==> src/rtl/nn_pkg.sv <==
// Shared definitions for the digit-recognition network layers:
// common score width, argmax FSM states and the minimum-score constant.
package nn_pkg;

    localparam int NN_DATA_W = 16;

    typedef enum logic [1:0] {
        ST_IDLE = 2'd0,
        ST_SCAN = 2'd1,
        ST_DONE = 2'd2
    } argmax_state_t;

    // Smallest representable score: only the sign bit set in signed mode, zero otherwise.
    function automatic logic [63:0] argmax_minv(input int data_w, input bit signed_mode);
        logic [63:0] r;
        r = '0;
        if (signed_mode) begin
            r[data_w-1] = 1'b1;
        end
        return r;
    endfunction

endpackage

==> src/rtl/argmax_cmp_step.sv <==
// One combinational argmax update: folds score x at index i into the
// running best / best index / runner-up triple when en is set.
module argmax_cmp_step #(
    parameter int DATA_W      = 16,
    parameter int IDX_W       = 4,
    parameter bit SIGNED_MODE = 1'b1
) (
    input  logic [DATA_W-1:0] x,
    input  logic [IDX_W-1:0]  i,
    input  logic [DATA_W-1:0] best,
    input  logic [IDX_W-1:0]  best_idx,
    input  logic [DATA_W-1:0] second,
    input  logic              en,
    output logic [DATA_W-1:0] best_o,
    output logic [IDX_W-1:0]  best_idx_o,
    output logic [DATA_W-1:0] second_o
);

    // Widen by one bit so a single signed compare covers both modes.
    function automatic logic signed [DATA_W:0] ext(input logic [DATA_W-1:0] v);
        return SIGNED_MODE ? {v[DATA_W-1], v} : {1'b0, v};
    endfunction

    logic signed [DATA_W:0] x_e;
    logic signed [DATA_W:0] best_e;
    logic signed [DATA_W:0] second_e;

    assign x_e      = ext(x);
    assign best_e   = ext(best);
    assign second_e = ext(second);

    always_comb begin
        best_o     = best;
        best_idx_o = best_idx;
        second_o   = second;
        if (en) begin
            if (x_e > best_e) begin
                second_o   = best;
                best_o     = x;
                best_idx_o = i;
            end else if (x_e > second_e) begin
                second_o = x;
            end
        end
    end

endmodule

==> src/rtl/argmax_top2.sv <==
// Argmax with runner-up and margin over a captured score vector, scanned
// LANES scores per cycle, with valid/ready handshakes on both sides.
module argmax_top2
    import nn_pkg::*;
#(
    parameter int N_IN        = 10,
    parameter int DATA_W      = NN_DATA_W,
    parameter int LANES       = 1,
    parameter bit SIGNED_MODE = 1'b1,
    parameter int IDX_W       = $clog2(N_IN)
) (
    input  logic                   clk,
    input  logic                   rst_n,
    input  logic                   in_valid,
    output logic                   in_ready,
    input  logic [N_IN*DATA_W-1:0] in_data,
    output logic                   out_valid,
    input  logic                   out_ready,
    output logic [IDX_W-1:0]       out_idx,
    output logic [DATA_W-1:0]      out_max,
    output logic [DATA_W-1:0]      out_second,
    output logic [DATA_W-1:0]      out_margin
);

    localparam int G     = (N_IN + LANES - 1) / LANES;
    localparam int GRP_W = (G > 1) ? $clog2(G) : 1;
    localparam int PAD_W = G * LANES * DATA_W;
    localparam logic [DATA_W-1:0] MINV = DATA_W'(argmax_minv(DATA_W, SIGNED_MODE));

    argmax_state_t           state_q, state_d;
    logic [N_IN*DATA_W-1:0]  buf_q, buf_d;
    logic [DATA_W-1:0]       best_q, best_d;
    logic [DATA_W-1:0]       second_q, second_d;
    logic [IDX_W-1:0]        best_idx_q, best_idx_d;
    logic [GRP_W-1:0]        grp_q, grp_d;
    logic                    out_valid_q, out_valid_d;
    logic [IDX_W-1:0]        out_idx_q, out_idx_d;
    logic [DATA_W-1:0]       out_max_q, out_max_d;
    logic [DATA_W-1:0]       out_second_q, out_second_d;
    logic [DATA_W-1:0]       out_margin_q, out_margin_d;

    logic [PAD_W-1:0]        buf_pad;
    logic [DATA_W-1:0]       c_best   [0:LANES];
    logic [DATA_W-1:0]       c_second [0:LANES];
    logic [IDX_W-1:0]        c_idx    [0:LANES];

    // Pad the buffer to whole groups; padded slots are disabled by their index.
    always_comb begin
        buf_pad                  = '0;
        buf_pad[N_IN*DATA_W-1:0] = buf_q;
    end

    assign c_best[0]   = best_q;
    assign c_second[0] = second_q;
    assign c_idx[0]    = best_idx_q;

    for (genvar l = 0; l < LANES; l++) begin : g_lane
        logic [31:0] pos;
        assign pos = 32'(grp_q) * 32'(LANES) + 32'(l);

        argmax_cmp_step #(
            .DATA_W      (DATA_W),
            .IDX_W       (IDX_W),
            .SIGNED_MODE (SIGNED_MODE)
        ) u_step (
            .x          (buf_pad[pos*DATA_W +: DATA_W]),
            .i          (pos[IDX_W-1:0]),
            .best       (c_best[l]),
            .best_idx   (c_idx[l]),
            .second     (c_second[l]),
            .en         (pos < 32'(N_IN)),
            .best_o     (c_best[l+1]),
            .best_idx_o (c_idx[l+1]),
            .second_o   (c_second[l+1])
        );
    end

    always_comb begin
        state_d      = state_q;
        buf_d        = buf_q;
        best_d       = best_q;
        second_d     = second_q;
        best_idx_d   = best_idx_q;
        grp_d        = grp_q;
        out_valid_d  = out_valid_q;
        out_idx_d    = out_idx_q;
        out_max_d    = out_max_q;
        out_second_d = out_second_q;
        out_margin_d = out_margin_q;
        case (state_q)
            ST_IDLE: begin
                if (in_valid) begin
                    buf_d      = in_data;
                    best_d     = MINV;
                    second_d   = MINV;
                    best_idx_d = '0;
                    grp_d      = '0;
                    state_d    = ST_SCAN;
                end
            end
            ST_SCAN: begin
                best_d     = c_best[LANES];
                second_d   = c_second[LANES];
                best_idx_d = c_idx[LANES];
                grp_d      = grp_q + GRP_W'(1);
                if (grp_q == GRP_W'(G - 1)) begin
                    out_valid_d  = 1'b1;
                    out_idx_d    = c_idx[LANES];
                    out_max_d    = c_best[LANES];
                    out_second_d = c_second[LANES];
                    out_margin_d = c_best[LANES] - c_second[LANES];
                    state_d      = ST_DONE;
                end
            end
            ST_DONE: begin
                if (out_ready) begin
                    out_valid_d = 1'b0;
                    state_d     = ST_IDLE;
                end
            end
            default: state_d = ST_IDLE;
        endcase
    end

    // Scan datapath carries no reset; it is reloaded on every capture.
    always_ff @(posedge clk) begin
        buf_q      <= buf_d;
        best_q     <= best_d;
        second_q   <= second_d;
        best_idx_q <= best_idx_d;
        grp_q      <= grp_d;
        if (!rst_n) begin
            state_q      <= ST_IDLE;
            out_valid_q  <= 1'b0;
            out_idx_q    <= '0;
            out_max_q    <= '0;
            out_second_q <= '0;
            out_margin_q <= '0;
        end else begin
            state_q      <= state_d;
            out_valid_q  <= out_valid_d;
            out_idx_q    <= out_idx_d;
            out_max_q    <= out_max_d;
            out_second_q <= out_second_d;
            out_margin_q <= out_margin_d;
        end
    end

    assign in_ready   = (state_q == ST_IDLE);
    assign out_valid  = out_valid_q;
    assign out_idx    = out_idx_q;
    assign out_max    = out_max_q;
    assign out_second = out_second_q;
    assign out_margin = out_margin_q;

endmodule

==> config.mk <==
export PLATFORM = sky130hd
export DESIGN_NAME = argmax_top2
export DESIGN_NICKNAME = d
export VERILOG_FILES = /design/src/rtl/nn_pkg.sv /design/src/rtl/argmax_cmp_step.sv /design/src/rtl/argmax_top2.sv
export SDC_FILE = /design/constraint.sdc
export NUM_CORES = 1
export LEC_CHECK = 0
export BUFFER_PORTS_ARGS = -buffer_cell sky130_fd_sc_hd__buf_4
export CAP_MARGIN = 20
export CORE_MARGIN = 2
export CORE_UTILIZATION = 47
export CTS_BUF_LIST = sky130_fd_sc_hd__clkbuf_4 sky130_fd_sc_hd__clkbuf_8
export CTS_CLUSTER_SIZE = 16
export DETAILED_ROUTE_END_ITERATION = 10
export GPL_ROUTABILITY_DRIVEN = 0
export PLACE_DENSITY = 0.77
export SLEW_MARGIN = 40
export SYNTH_ARGS = -nofsm -noshare
export SYNTH_HDL_FRONTEND = slang
export SYNTH_SLANG_ARGS = --single-unit
==> constraint.sdc <==
create_clock -name clk -period 6.75 [get_ports clk]
set_input_delay 1.35 -clock clk [delete_from_list [all_inputs] [get_ports clk]]
set_output_delay 1.35 -clock clk [all_outputs]
set_load 0.1 [all_outputs]
---- Yosys cells after proc, flatten, opt, wreduce, memory -nomap -nowiden ----
Index checks and enable logic that the tools add are counted.
storage, ports and cells
  register bits after elaboration ......... 255
  bits in latches ......................... 0
  bits in writable memories ............... 0
  bits in read-only memories .............. 0
  input port bits ......................... 164
  output and inout bits ................... 54
  logic and storage cells ................. 51
  memories kept ........................... 0
operators by class
  add/sub/neg operators ................... 2
  multipliers ............................. 0
  div/mod/pow operators ................... 0
  magnitude comparators ................... 3
  equality and inequality tests ........... 6
  shift operators ......................... 1
  mux-type cells .......................... 20
  bitwise gates (word level) .............. 0
  reduce and logical (&&, ||, !) cells .... 8
operator list
  kind                   number
  $shiftx A160 B9 Y16    1
  $mux W16               6
  $pmux W16 S2           2
  $gt A16 B16 Y1         2
  $pmux W4 S2            2
  $sub A16 B16 Y16       1
  $mux W4                3
  $mux W2                3
  $ne A2 B2 Y1 const B   3
  $pmux W2 S3            1
  $reduce_and A2 Y1      3
  $reduce_and A3 Y1      2
  $add A4 B1 Y4 const B  1
  $eq A4 B4 Y1 const B   1
  $lt A4 B4 Y1 const B   1
  $reduce_bool A2 Y1     2
  $eq A2 B1 Y1 const B   1
  $eq A2 B2 Y1 const B   1
  $logic_not A2 Y1       1
  $mux W1                2
  $pmux W1 S2            1

---- Depth between registers and ports, before layout ----
Gate-level depths: netlist of the first run.
  word-level depth ........................ 6
  mapped depth ............................ 35

---- Cells and area by module ----
A second synthesis of the first run with hierarchy kept.
unflattened totals
  cell total of the unflattened synthesis .. 914
  area total of the unflattened synthesis .. 12019.0 um^2
modules (own cells, without submodules)
  module           instances  cells an instance  area each (um^2)  sequential area each (um^2)
  argmax_top2      1          732                10488.8           7106.8
  argmax_cmp_step  1          182                1530.2            0.0

---- Worst setup path after synthesis of the first run ----
No wires, ideal clock.
  path type ............................... register to register
  start ................................... register state_q[0]
  end ..................................... register best_idx_q[0], enable pin
  data arrival time ....................... 6711 ps
  slack ................................... -363 ps
  stages on the path, launching flop included .. 4
  path buffers ............................ 0
  period minus slack after synthesis ...... 7113 ps
  cell sequence ........................... dfxtp_1 -> nor2_1 -> and2_1 -> nand2b_1
between the ends
  cells in the longest elaborated chain, start to end .. 3
  elaborated cells between the ends (all ways) .. 5
  classes of those cells .................. eq/ne (2); reduce/logical (3)
RTL lines
  item                                                                 RTL line            text
  from (decl)                                                          argmax_top2.sv:30   argmax_state_t state_q, state_d;
  from (signal assigned)                                               argmax_top2.sv:140  state_q <= state_d;
  $logic_not A2 Y1 (*)                                                 n/a
  net in_ready                                                         argmax_top2.sv:15   output logic in_ready,
  $ne A2 B2 Y1 (no source line) or $reduce_bool A2 Y1 (tied branches)  n/a
  $reduce_and A2 Y1 (no source line) (*)                               n/a
  to (signal assigned)                                                 argmax_top2.sv:130  best_idx_q <= best_idx_d;
  to (decl)                                                            argmax_top2.sv:34   logic [IDX_W-1:0] best_idx_q, best_idx_d;
Mark *: on every way through the listed nets, which the timed path passes. The rest lies on a longest branch.
A chain may end at the register's enable or synchronous reset.

==> key figures, run 1 <==
Status
  • Outcome: finished, final reports clean

Global routing
  • Initial antenna violation count: 0
  • GRT Overall Usage: 21.8%
  • Total gr overflow: 0
  • Global-route wire length before repair: 44500 um
  • Largest net degree at the start of global routing: 83
  • Vias in the first global route: 8396

Logic synthesis
  • Seq cells post-synth: 255
  • Distinct cells, synth: 69
  • Register area share after synthesis: 60.6%
  • Mapped cell area: 0.0117 mm2
  • Mapped Avg Cell Area: 12.4 um2
  • Synthesized instance count: 948
  • Top_reg_cell synth: edfxtp_1
  • Post-synth ARST share: 0%
  • Yosys warns: 0
  • Post-synth EDFFs: 200
  • Syn Nets: 1154

Detailed routing
  • Via total after detailed routing: 8437
  • Routed WL: 29200 um
  • Vias per cell: 5.46
  • Routed WL per cell: 18.9 um
  • DRT antenna net count: 0
  • Detailed Route Iter0 Violations: 684
  • # DRC: 0
  • 1st-pass router iterations: 7

Critical path
  • Crit path top cell by count: buf_4
  • Crit-path slowest cell: mux4_2
  • CP max stage delay: 0.55 ns
  • CP startpoint kind: flop
  • Reg-to-reg endpoint: out_margin[12]
  • Endpoint class of the critical path: flop
  • Critical path required time: 7.18 ns
  • R2R Path Start: grp_q[0]
  • Crit path DAT: 6.76 ns
  • CP Class: reg -> reg
  • R2r setup slk: 0.42 ns
  • Critical path's top delay family: compound AO/OA/AOI/OAI gates
  • Depth of the worst register-to-register path: 27
  • Max FO, Critical Path: 17
  • Worst Path Buf+Inv: 6

Floorplanning
  • Starting Density: 48.1%
  • CORE AREA: 0.0244 mm2
  • Top Ports: 218
  • Row cnt: 57
  • Die Wd: 162 um
  • Die Height: 162 um
  • Die area: 0.0262 mm2

Timing
  • Clk_skew: 0.0296 ns
  • Max Fclk: 158 MHz
  • RSZ-0062 raised after global routing: no
  • Final setup fails: 0
  • Tcrit/Tclk final: 93.8%
  • Min Tclk post-route: 6.33 ns
  • Max_slew headroom: 42.1%
  • Final hold violations: 0
  • Least-Margin Pin Slew: 0.869 ns
  • Fin. max-slew vios: 0
  • Final TNS setup: 0 ns

Clock tree
  • H-Tree Depth: 2
  • CTS tree: yes
  • Clock transition at path regs: 0.06 ns
  • TritonCTS Buffers: 42
  • Longest Clk Path Bufs: 3
  • Clk_lat worst skew: 0.56 ns
  • CTS Hold Bufs: 0
  • Clk sink count: 255
  • Root Buffer Master: clkbuf_8

Final layout
  • Layout cell share with drive strength beyond 1: 29.6%
  • Synth-to-Final Area Change: 24.7%
  • Final non-filler cell total: 1546
  • NumNets Final: 1397
  • Most frequent cells in the layout: buf_4 (245), edfxtp_1 (200), nor2_1 (110)
  • Number of fill cells in the layout: 1940
  • Ant. Diodes: 0
  • Most common cell after layout, fill and taps aside: buf_4

Power
  • Internal power: 3280 uW
  • Max VDD drop: 0.000212 V
  • Clock power frac: 25.7%
  • Sequential share of power: 37.1%
  • Comb pwr share: 37.2%
  • Switching Power: 1820 uW
  • Sw Ratio: 35.8%
  • Pwr Density: 348 mW/mm2
  • Pleak: 0.00586 uW

Place
  • Cells after DPL: 1467
  • Hpwl dp: 20900 um
  • # port buffers: 217

Min path
  • Worst Hold End: out_max[14]
  • Min-Delay Startpoint: out_max[14]
  • Hold Crit Depth: 2
  • Min-delay worst type: reg -> reg

Job
  • Max_cap viols: 0
[cell families after synthesis]
kind of cell	Yosys count	synth area share (%)
multiplexers	57	8.31
adder cells (fa/ha/maj)	46	4.89
AO/OA/AOI/OAI	194	10.8
flip-flops	255	60.6
AND/OR/NAND/NOR	260	9.97
buffers and inverters	118	4.13
XOR/XNOR	18	1.34
[worst min-delay path: cells and delay by family, from the launching register on]
kind,cells,cell delay (ns)
simple gates,1,0.05
flops,1,0.31
compound gates,1,0.05
[stage by stage]
step	util [%]	hold WS [ns]	cell area [um2]	worst slack (ns)	power, uW
floorplan	-	0.469	11700	0.0783	3240
global placement	56.4	0.447	13800	0.508	3740
detailed placement	56.5	0.448	13800	0.312	3780
CTS	59.8	0.456	14600	0.295	5100
global route	60.0	0.472	14600	0.000608	5380
finish	60.0	0.454	14600	0.419	5100
[worst max-delay path by stage]
stage,startpoint,end,slack [ns],cells past startpoint
2_1_floorplan,grp_q[0],out_margin[9],0.08,34
3_3_place_gp,grp_q[0],out_margin[9],0.51,25
3_5_place_dp,grp_q[0],out_margin[9],0.31,26
4_1_cts,grp_q[0],out_margin[9],0.29,26
5_1_grt,grp_q[1],out_margin[9],0.0006,27
6_report,grp_q[0],out_margin[12],0.42,27
[flip-flops by register name (all words and copies together), names as in the netlist]
| name | count |
|---|---|
| buf_pad | 160 |
| best_q | 16 |
| out_margin | 16 |
| out_max | 16 |
| out_second | 16 |
| second_q | 16 |
| best_idx_q | 4 |
| grp_q | 4 |
| out_idx | 4 |
| state_q | 2 |
| out_valid | 1 |
[Yosys cell counts, drive strengths merged (2+ instances only)]
library cell    n  area [um2]
a222oi          2        20.0
nor2          110         413
nor2b           2        12.5
nand4b          3        26.3
buf            20         116
dfxtp          55        1100
ha             41         513
maj3            4        41.3
or3             2        12.5
nand2          77         289
mux4           32         721
clkbuf         30         113
o211ai          3        27.5
nand4          10        68.8
o31ai           4        43.8
a21oi          85         425
a221o           3        30.0
a31oi           3        18.8
xor2            4        35.0
mux2i          25         254
inv            68         255
o22ai          17         106
a211oi         13         108
xnor2          14         123
nand2b          5        31.3
o21ai          21         105
a22o            2        17.5
a22oi          12        90.1
o2111ai         2        17.5
nor4            5        43.8
edfxtp        200        6010
o311ai          2        17.5
nand3           9        45.0
nor3            8        40.0
and2           19         119
a21o           12        90.1
and3            5        31.3
[final cells by class]
cell class                 instances  area [um2]  area share (%)
clock buffer                      53         673            4.60
clock inverter                    22         144           0.983
inverter                          68         255            1.74
multi-input combinational        575        4160            28.4
sequential                       255        7110            48.6
tap                              324         405            2.77
timing repair buffer             249        1900            13.0
[what timing repair did]
item                                    in CTS  in global routing
endpoints found under the setup margin       0                  4
gates resized for setup                      0                  1
setup buffers                                0                  2
[metal layers]
layer  up-vias  GRT usage, %  part of all wire (%)
li1       3977             -                     -
met5         -             0                     0
met4         0          8.17                   3.0
met3        61          3.73                   6.8
met1      4032          29.1                    42
met2       367          36.1                    49
[power by group through the flow]
stage                     registers, uW  logic (uW)  clock network [uW]
after global routing               1900        2070                1400
after floorplan                    1960        1280                   0
after detailed placement           1920        1860                   0
after CTS                          1890        1870                1340
final                              1890        1900                1310
after global placement             1920        1830                   0
Note: power is estimated with default switching activity, not from simulation.
==> run 2, diff against run 1 <==
clock period = 5.75 ns   (was 6.75 ns; I/O delays follow)
==> key figures, run 2 (synthesized netlist as in run 1, its figures left out) <==
Critical path
  • Crit-path slowest cell: mux4_2
  • CP Class: reg -> reg
  • Crit path DAT: 6.24 ns
  • Depth of the worst register-to-register path: 28
  • CP startpoint kind: flop
  • Critical path required time: 6.24 ns
  • Max FO, Critical Path: 7
  • CP max stage delay: 0.53 ns
  • Endpoint class of the critical path: flop
  • R2r setup slk: -0.007 ns

Clock tree
  • CTS tree: yes
  • Root Buffer Master: clkbuf_8
  • CTS Hold Bufs: 0
  • Longest Clk Path Bufs: 3
  • Clk sink count: 255
  • Clk_lat worst skew: 0.55 ns
  • TritonCTS Buffers: 42
  • H-Tree Depth: 2
  • Clock transition at path regs: 0.06 ns

Final layout
  • Layout cell share with drive strength beyond 1: 39.3%
  • Ant. Diodes: 0
  • Synth-to-Final Area Change: 35.0%
  • Max reg flops: 160
  • Most common cell after layout, fill and taps aside: buf_4
  • Most frequent cells in the layout: buf_4 (302), edfxtp_1 (200), nor2_1 (108)
  • NumNets Final: 1468

Detailed routing
  • Vias per cell: 5.46
  • 1st-pass router iterations: 5
  • Detailed Route Iter0 Violations: 716
  • # DRC: 0
  • Via total after detailed routing: 8820
  • Routed WL per cell: 18.8 um
  • Routed WL: 30400 um
  • DRT antenna net count: 0

Power
  • PnR Total Power: 6790 uW
  • Comb pwr share: 44.7%
  • Sw Ratio: 36.0%
  • Internal power: 4350 uW
  • Pleak: 0.00631 uW
  • Sequential share of power: 32.7%
  • Switching Power: 2440 uW
  • Clock power frac: 22.5%
  • Max VDD drop: 0.000255 V
  • Pwr Density: 429 mW/mm2

Timing
  • Tcrit/Tclk final: 100%
  • Max_slew headroom: 45.4%
  • Final setup fails: 1
  • Clk_skew: 0.0199 ns
  • Max Fclk: 174 MHz
  • RSZ-0062 raised after global routing: yes
  • Final setup margin: -0.00720 ns
  • Final TNS setup: -0.00720 ns
  • Fin. max-slew vios: 0
  • Min Tclk post-route: 5.76 ns
  • Min Hold Slack: 0.457 ns
  • Least-Margin Pin Slew: 0.813 ns
  • Final hold violations: 0

Status
  • Violated checks: setup timing
  • Outcome: finished with violations

Floorplanning
  • Row cnt: 57
  • Starting Density: 48.1%
  • Top Ports: 218
  • Die Wd: 162 um
  • CORE AREA: 0.0244 mm2
  • Die area: 0.0262 mm2
  • Die Height: 162 um

Global routing
  • Vias in the first global route: 8878
  • Total gr overflow: 0
  • Largest net degree at the start of global routing: 85
  • Global-route wire length before repair: 46200 um
  • GRT Overall Usage: 22.6%
  • Initial antenna violation count: 0

Place
  • # port buffers: 217
  • Hpwl dp: 21300 um

Job
  • Max_cap viols: 0

Min path
  • Hold Crit Depth: 2
  • Min-delay worst type: reg -> reg
run 2: changes by cell type in the layout (fill, tap and decap cells not counted), sizes merged:
cell / before / now
inv: 70 / 71
buf: 248 / 319
clkinvlp: 1 / 0
clkbuf: 54 / 53
run 2: power groups by stage:
stage	clock network (uW)	logic (uW)	registers [uW]
5_1_grt	1650	3260	2230
6_report	1530	3040	2220
3_5_place_dp	0	2430	2260
2_1_floorplan	0	1580	2310
3_3_place_gp	0	2390	2260
4_1_cts	1560	2520	2220
run 2: cell type report:
type,instances,area [um2]
fillers,1773,8550
flip-flops and latches,255,7110
multi-input cells,575,4740
repair buffers,320,2530
clock buffers,52,659
well taps,324,405
inverters,68,255
clock inverters,22,143
run 2: through the flow:
| stage | util (%) | area (um2) | instances | setup WS [ns] |
|---|---|---|---|---|
| 6_report | 65.0 | 15800 | 1616 | -0.00720 |
| 5_1_grt | 65.0 | 15800 | 1616 | -0.227 |
| 4_1_cts | 62.1 | 15100 | 1595 | 0.00137 |
| 3_5_place_dp | 58.2 | 14200 | 1510 | -0.142 |
| 3_3_place_gp | 58.1 | 14200 | 1509 | 0.0212 |
| 2_1_floorplan | - | 11900 | 948 | -0.0904 |
run 2: final timing paths:
kind                  start        endpoint
hold reg to reg   out_valid       out_valid
setup reg to reg   grp_q[0]  out_margin[12]
hold / removal    out_valid       out_valid
setup / recovery   grp_q[0]  out_margin[12]
run 2: what timing repair did:
item	in CTS	in global routing
pin swaps	4	57
buffers inserted	9	23
endpoints found under the hold margin	0	0
resized for setup	12	92
endpoints found under the setup margin	7	10
gates cloned	2	1
run 2: per-layer routing:
metal	track usage, %	vias up	wire (um)
met3	3.55	88	1680
met2	38.7	351	15500
met4	10.1	0	1180
met5	0	-	0
li1	-	4130	-
met1	28.4	4251	12000
run 2: critical path, delay by kind of cell, from the launching register on:
family,cells,cell delay [ns]
buffers and inverters,6,0.72
muxes,1,0.53
DFF,1,0.42
and+or+nand+nor,5,0.91
adders and majority gates,4,1.21
AOI/OAI and AO/OA,12,1.91
